## config.mk

```make
export PLATFORM = sky130hd
export DESIGN_NAME = rf_dump_streamer_flat
export DESIGN_NICKNAME = d
export VERILOG_FILES = /design/src/rtl/rf_dump_streamer_if.sv /design/src/rtl/rf_dump_streamer.sv /design/src/flat_wrapper.sv
export SDC_FILE = /design/constraint.sdc
export NUM_CORES = 1
export LEC_CHECK = 0
export CORE_MARGIN = 2
export CORE_UTILIZATION = 45
export CTS_BUF_LIST = sky130_fd_sc_hd__clkbuf_16
export DETAILED_ROUTE_END_ITERATION = 12
export DONT_BUFFER_PORTS = 1
export SLEW_MARGIN = 0
export SYNTH_ARGS = -nofsm -noshare
export SYNTH_HDL_FRONTEND = slang
export SYNTH_SLANG_ARGS = --single-unit
```

## constraint.sdc

```tcl
create_clock -name clk -period 1.7 [get_ports clk]
set_input_delay 0.255 -clock clk [delete_from_list [all_inputs] [get_ports clk]]
set_output_delay 0.255 -clock clk [all_outputs]
set_load 0.02 [all_outputs]
```

## src/rtl/rf_dump_streamer_if.sv

```systemverilog
// Output stream of the register-file dump streamer: one byte per beat,
// tagged with the source address and an end-of-range flag.
interface rf_dump_streamer_if;
  logic [7:0] out_data;
  logic [2:0] out_addr;
  logic       out_last;
  logic       out_valid;
  logic       out_ready;

  modport master (
    output out_data,
    output out_addr,
    output out_last,
    output out_valid,
    input  out_ready
  );

  modport slave (
    input  out_data,
    input  out_addr,
    input  out_last,
    input  out_valid,
    output out_ready
  );
endinterface

```

## src/rtl/rf_dump_streamer.sv

```systemverilog
// Walks a contiguous (possibly wrapping) address range through the 8x8
// register file's synchronous read port and streams each byte out with its
// address and a last flag. One byte takes ADDR, CAPTURE and SEND; SEND is
// the only state that waits on the consumer.
module rf_dump_streamer (
  input  logic                       clk,
  input  logic                       rst_n,
  input  logic                       start,
  input  logic [2:0]                 first,
  input  logic [2:0]                 last,
  output logic [2:0]                 rf_addr,
  input  logic [7:0]                 rf_data,
  rf_dump_streamer_if.master         out_if,
  output logic                       busy,
  output logic                       done
);

  typedef enum logic [2:0] {
    S_IDLE    = 3'd0,
    S_ADDR    = 3'd1,
    S_CAPTURE = 3'd2,
    S_SEND    = 3'd3,
    S_DONE    = 3'd4
  } state_t;

  state_t     state_q, state_d;
  logic [2:0] cur_q, cur_d;
  logic [2:0] end_q, end_d;
  logic [7:0] data_q, data_d;
  logic [2:0] oaddr_q, oaddr_d;
  logic       olast_q, olast_d;
  logic       valid_q, valid_d;
  logic       busy_q, busy_d;
  logic       done_q, done_d;

  // The read port always sees cur, so the address simply holds in IDLE.
  assign rf_addr          = cur_q;
  assign out_if.out_data  = data_q;
  assign out_if.out_addr  = oaddr_q;
  assign out_if.out_last  = olast_q;
  assign out_if.out_valid = valid_q;
  assign busy             = busy_q;
  assign done             = done_q;

  // Next-state and output-register logic for the dump walk.
  always_comb begin
    state_d = state_q;
    cur_d   = cur_q;
    end_d   = end_q;
    data_d  = data_q;
    oaddr_d = oaddr_q;
    olast_d = olast_q;
    valid_d = valid_q;

    unique case (state_q)
      S_IDLE: begin
        // Only IDLE samples start, so pulses while busy are dropped.
        if (start) begin
          cur_d   = first;
          end_d   = last;
          state_d = S_ADDR;
        end
      end
      S_ADDR: begin
        // Register file samples rf_addr on this edge.
        state_d = S_CAPTURE;
      end
      S_CAPTURE: begin
        data_d  = rf_data;
        oaddr_d = cur_q;
        olast_d = (cur_q == end_q);
        valid_d = 1'b1;
        state_d = S_SEND;
      end
      S_SEND: begin
        // Payload is held untouched until the handshake.
        if (valid_q && out_if.out_ready) begin
          valid_d = 1'b0;
          if (cur_q == end_q) begin
            state_d = S_DONE;
          end else begin
            cur_d   = cur_q + 3'd1;  // wraps 7 -> 0
            state_d = S_ADDR;
          end
        end
      end
      S_DONE: begin
        state_d = S_IDLE;
      end
      default: begin
        state_d = S_IDLE;
        valid_d = 1'b0;
      end
    endcase

    // Status flags are decoded from the next state so they are registered.
    busy_d = (state_d != S_IDLE);
    done_d = (state_d == S_DONE);
  end

  // State and output registers; reset aborts any dump in flight.
  always_ff @(posedge clk or negedge rst_n) begin
    if (!rst_n) begin
      state_q <= S_IDLE;
      cur_q   <= 3'd0;
      end_q   <= 3'd0;
      data_q  <= 8'd0;
      oaddr_q <= 3'd0;
      olast_q <= 1'b0;
      valid_q <= 1'b0;
      busy_q  <= 1'b0;
      done_q  <= 1'b0;
    end else begin
      state_q <= state_d;
      cur_q   <= cur_d;
      end_q   <= end_d;
      data_q  <= data_d;
      oaddr_q <= oaddr_d;
      olast_q <= olast_d;
      valid_q <= valid_d;
      busy_q  <= busy_d;
      done_q  <= done_d;
    end
  end

endmodule
```

## src/flat_wrapper.sv

```systemverilog
// flat-port wrapper written by rule: the top's interface ports become plain ports
module rf_dump_streamer_flat 
  (clk, rst_n, start, first, last, rf_addr, rf_data, busy, done, out_if_out_data, out_if_out_addr, out_if_out_last, out_if_out_valid, out_if_out_ready);
  rf_dump_streamer_if out_if_i ();
  input  logic clk;
  input  logic rst_n;
  input  logic start;
  input  logic [2:0] first;
  input  logic [2:0] last;
  output logic [2:0] rf_addr;
  input  logic [7:0] rf_data;
  output logic busy;
  output logic done;
  output wire logic [$bits(out_if_i.out_data)-1:0] out_if_out_data;
  output wire logic [$bits(out_if_i.out_addr)-1:0] out_if_out_addr;
  output wire logic [$bits(out_if_i.out_last)-1:0] out_if_out_last;
  output wire logic [$bits(out_if_i.out_valid)-1:0] out_if_out_valid;
  input wire logic [$bits(out_if_i.out_ready)-1:0] out_if_out_ready;
  assign out_if_out_data = out_if_i.out_data;
  assign out_if_out_addr = out_if_i.out_addr;
  assign out_if_out_last = out_if_i.out_last;
  assign out_if_out_valid = out_if_i.out_valid;
  assign out_if_i.out_ready = out_if_out_ready;
  rf_dump_streamer u_core (.clk(clk), .rst_n(rst_n), .start(start), .first(first), .last(last), .rf_addr(rf_addr), .rf_data(rf_data), .out_if(out_if_i), .busy(busy), .done(done));
endmodule
```

==> flow_metrics.env <==
export IMPL_path_clk_slew_ns=0.06
export IMPL_layout_nets=110
export IMPL_ys_seq_elements=24
export IMPL_clock_latency_ns=0.25
export IMPL_timing_final_crit_share_pct=89.7
export IMPL_cts_setup_buffers=0
export IMPL_hold_path_class="input port to flop"
export IMPL_cts_tree="yes"
export IMPL_synth_main_ff_cell="dfrtp_1"
export IMPL_vias=637
export IMPL_crit_path_end_kind="flop"
export IMPL_viasPerCell=5.40
export IMPL_drt_iter0_drc=8
export IMPL_yosysSeqAreaShare_pct=54.6
export IMPL_r2r_slack_ns=0.18
export IMPL_cp_endpoint="u_core.rf_addr[1]"
export IMPL_finalWorstSetupSlack_ns=0.176
export IMPL_cellPowerDensity_mw_per_mm2=2220
export IMPL_setup_viol=0
export IMPL_syn_nets=101
export IMPL_r2r_end="u_core.rf_addr[1]"
export IMPL_final_area_mm2=0.00126
export IMPL_synthCells=82
export IMPL_clock_skew_ns=0.00207
export IMPL_final_layout_size_suffix_gt1_share_pct=36.7
export IMPL_wl_per_cell_um=15.4
export IMPL_hold_viol=0
export IMPL_setup_tns_ns=0
export IMPL_max_freq_mhz=656
export IMPL_leakage_nw=0.539
export IMPL_diodes=0
export IMPL_ir_drop_v=0.00118
export IMPL_path_class="flop to flop"
export IMPL_dieArea_mm2=0.00286
export IMPL_finalCriticalPeriod_ns=1.52
export IMPL_cts_root_buf="clkbuf_16"
export IMPL_worst_pin_slew_ns=1.04
export IMPL_grt_usage_pct=14.0
export IMPL_wl_um=1810
export IMPL_cts_buffer_depth=2
export IMPL_cp_required_ns=1.84
export IMPL_dr_pass1_iters=4
export IMPL_worst_r2r_path_depth=3
export IMPL_start_kind="flop"
export IMPL_syn_to_final_growth_pct=14.7
export IMPL_hpwl_um=1340
export IMPL_crit_arrival_ns=1.66
export IMPL_grt_max_degree=25
export IMPL_synthDominantCellAreaShare_pct=54.6
export IMPL_avgSynthCellArea_um2=13.4
export IMPL_rows=17
export IMPL_placed_cells=113
export IMPL_synth_distinct_cells=28
export IMPL_ctsHtreeMaxLevel=1
export IMPL_synth_commonest_cells="24 x dfrtp_1, 14 x mux2_2, 4 x nand2_1, 4 x nor2_1, 4 x xnor2_1"
export IMPL_die_w_um=53.4
export IMPL_start_util_pct=48.8
export IMPL_place_area_mm2=0.00115
export IMPL_synth_area_leaders="dfrtp_1 55%, mux2_2 14%, xnor2_1 3.2%, buf_6 3.1%, mux2_4 2.7%"
export IMPL_grt_overflow_total=0
export IMPL_crit_fanout=11
export IMPL_rr_startpoint="u_core.state_q[0]"
export IMPL_stdcell_count=118
export IMPL_synth_area_leader_cell="dfrtp_1"
export IMPL_dp_slack_ns=0.221
export IMPL_maxCapViolCount=0
export IMPL_multi_input_area_um2=462
export IMPL_fillers=195
export IMPL_yosys_warnings=0
export IMPL_cts_buffers=3
export IMPL_yosysMostFrequentCell="dfrtp_1"
export IMPL_synthArstFlopShare_pct=100
export IMPL_synth_edf_count=0
export IMPL_drtAntennaViolNets=0
export IMPL_die_h_um=53.4
export IMPL_grt_pass1_wl_um=2770
export IMPL_ff_latch_area_um2=601
export IMPL_slew_viol_final=0
export IMPL_max_slew_margin_pct=30.4
export IMPL_status="completed"
export IMPL_fp_coreArea_mm2=0.00225
export IMPL_antenna_found_initial=0
export IMPL_route_detailed_drc=0
export IMPL_rsz0062_at_grt="no"
export IMPL_num_io_pins=36
export IMPL_syn_area_mm2=0.00110
export IMPL_place_gp_congestion=0.776
export IMPL_clock_sinks=24
export IMPL_fin_util_pct=55.9
export IMPL_first_global_vias=593
export IMPL_startpoint="u_core.state_q[0]"
export IMPL_portBuffers=0
-- power breakdown --
part	internal, mW	total, mW	switching [mW]	leakage [nW]
clock	0.467	0.653	0.186	0.0511
sequential	0.823	1.22	0.399	0.285
combinational	0.504	0.929	0.424	0.203
-- cells in the final DEF, fill, tap and decap left out --
cell and count:
dfrtp_1 24, mux2_2 14, buf_4 6, xnor2_1 4, nand2_1 4, nor2_1 4, nor3_1 3, o21ai_0 3
clkbuf_16 3, nand2b_1 2, nor2_2 2, mux2_4 2, nand3_2 1, nand3b_4 1, inv_1 1, nand3_1 1
nor3_4 1, o21bai_1 1, nand4_1 1, o211a_1 1, o31ai_1 1, a21oi_2 1, mux2_1 1, a22o_1 1
a211oi_1 1, a311oi_1 1, a21oi_1 1, a31o_2 1, ha_1 1, bufinv_16 1, dlygate4sd3_1 1
-- sequential cells by signal, indices dropped and copies added, names as in the netlist --
signal and count:
u_core.busy 1, u_core.done 1, u_core.end_q 3, u_core.out_if.out_addr 3, u_core.out_if.out_data 8, u_core.out_if.out_last 1, u_core.out_if.out_valid 1, u_core.rf_addr 3
u_core.state_q 3
-- worst min path at each step --
stage	from	to	slack, ns	cells after the start
after floorplan	rst_n	u_core.busy	-0.04	0
after global placement	rst_n	u_core.out_if.out_data[5]	-0.04	0
after detailed placement	rst_n	u_core.out_if.out_data[5]	-0.04	0
after CTS	start	u_core.busy	0.13	2
after global routing	rf_data[5]	u_core.out_if.out_data[5]	0.13	1
final	start	u_core.busy	0.13	2
-- worst max-delay path: stages (launching register included) --
cell and delay [ns]:
dfrtp_1 0.63, nand3b_4 0.17, mux2_1 0.35, mux2_4 0.27
-- timing repair --
item	CTS	global route
hold endpoints to repair	24	0
resized for setup	0	0
hold buffers	1	0
-- stage by stage --
step,hold WS (ns),power (mW)
2_1_floorplan,-0.0406,1.97
3_3_place_gp,-0.0401,2.13
3_5_place_dp,-0.0401,2.16
4_1_cts,0.128,2.84
5_1_grt,0.132,2.98
6_report,0.132,2.80
-- cell type report --
cell class	count	area share [%]
Tap cell	28	2.78
Clock inverter	1	2.38
Clock buffer	3	5.95
Timing Repair Buffer	7	4.37
Sequential cell	24	47.6
Inverter	1	0.298
Multi-Input combinational cell	54	36.6
-- layer usage --
layer / GRT usage, % / vias up / wire [um]
met1: 17.3 / 301 / 792
met3: 4.80 / 2 / 122
met2: 21.6 / 21 / 884
li1: - / 313 / -
met5: 0 / - / 0
met4: 6.41 / 0 / 14
-- logic make-up (layout without fill, tap and decap cells) --
group / after synthesis / count (layout) / synth area share (%)
flops: 24 / 24 / 54.6
simple gates: 20 / 20 / 11.6
mux: 17 / 17 / 18.1
compound gates: 12 / 12 / 7.96
xor+xnor: 4 / 4 / 3.19
buf+inv: 4 / 12 / 3.41
fa+ha+maj: 1 / 1 / 1.14
No activity file was read; power rests on OpenSTA's default activity.
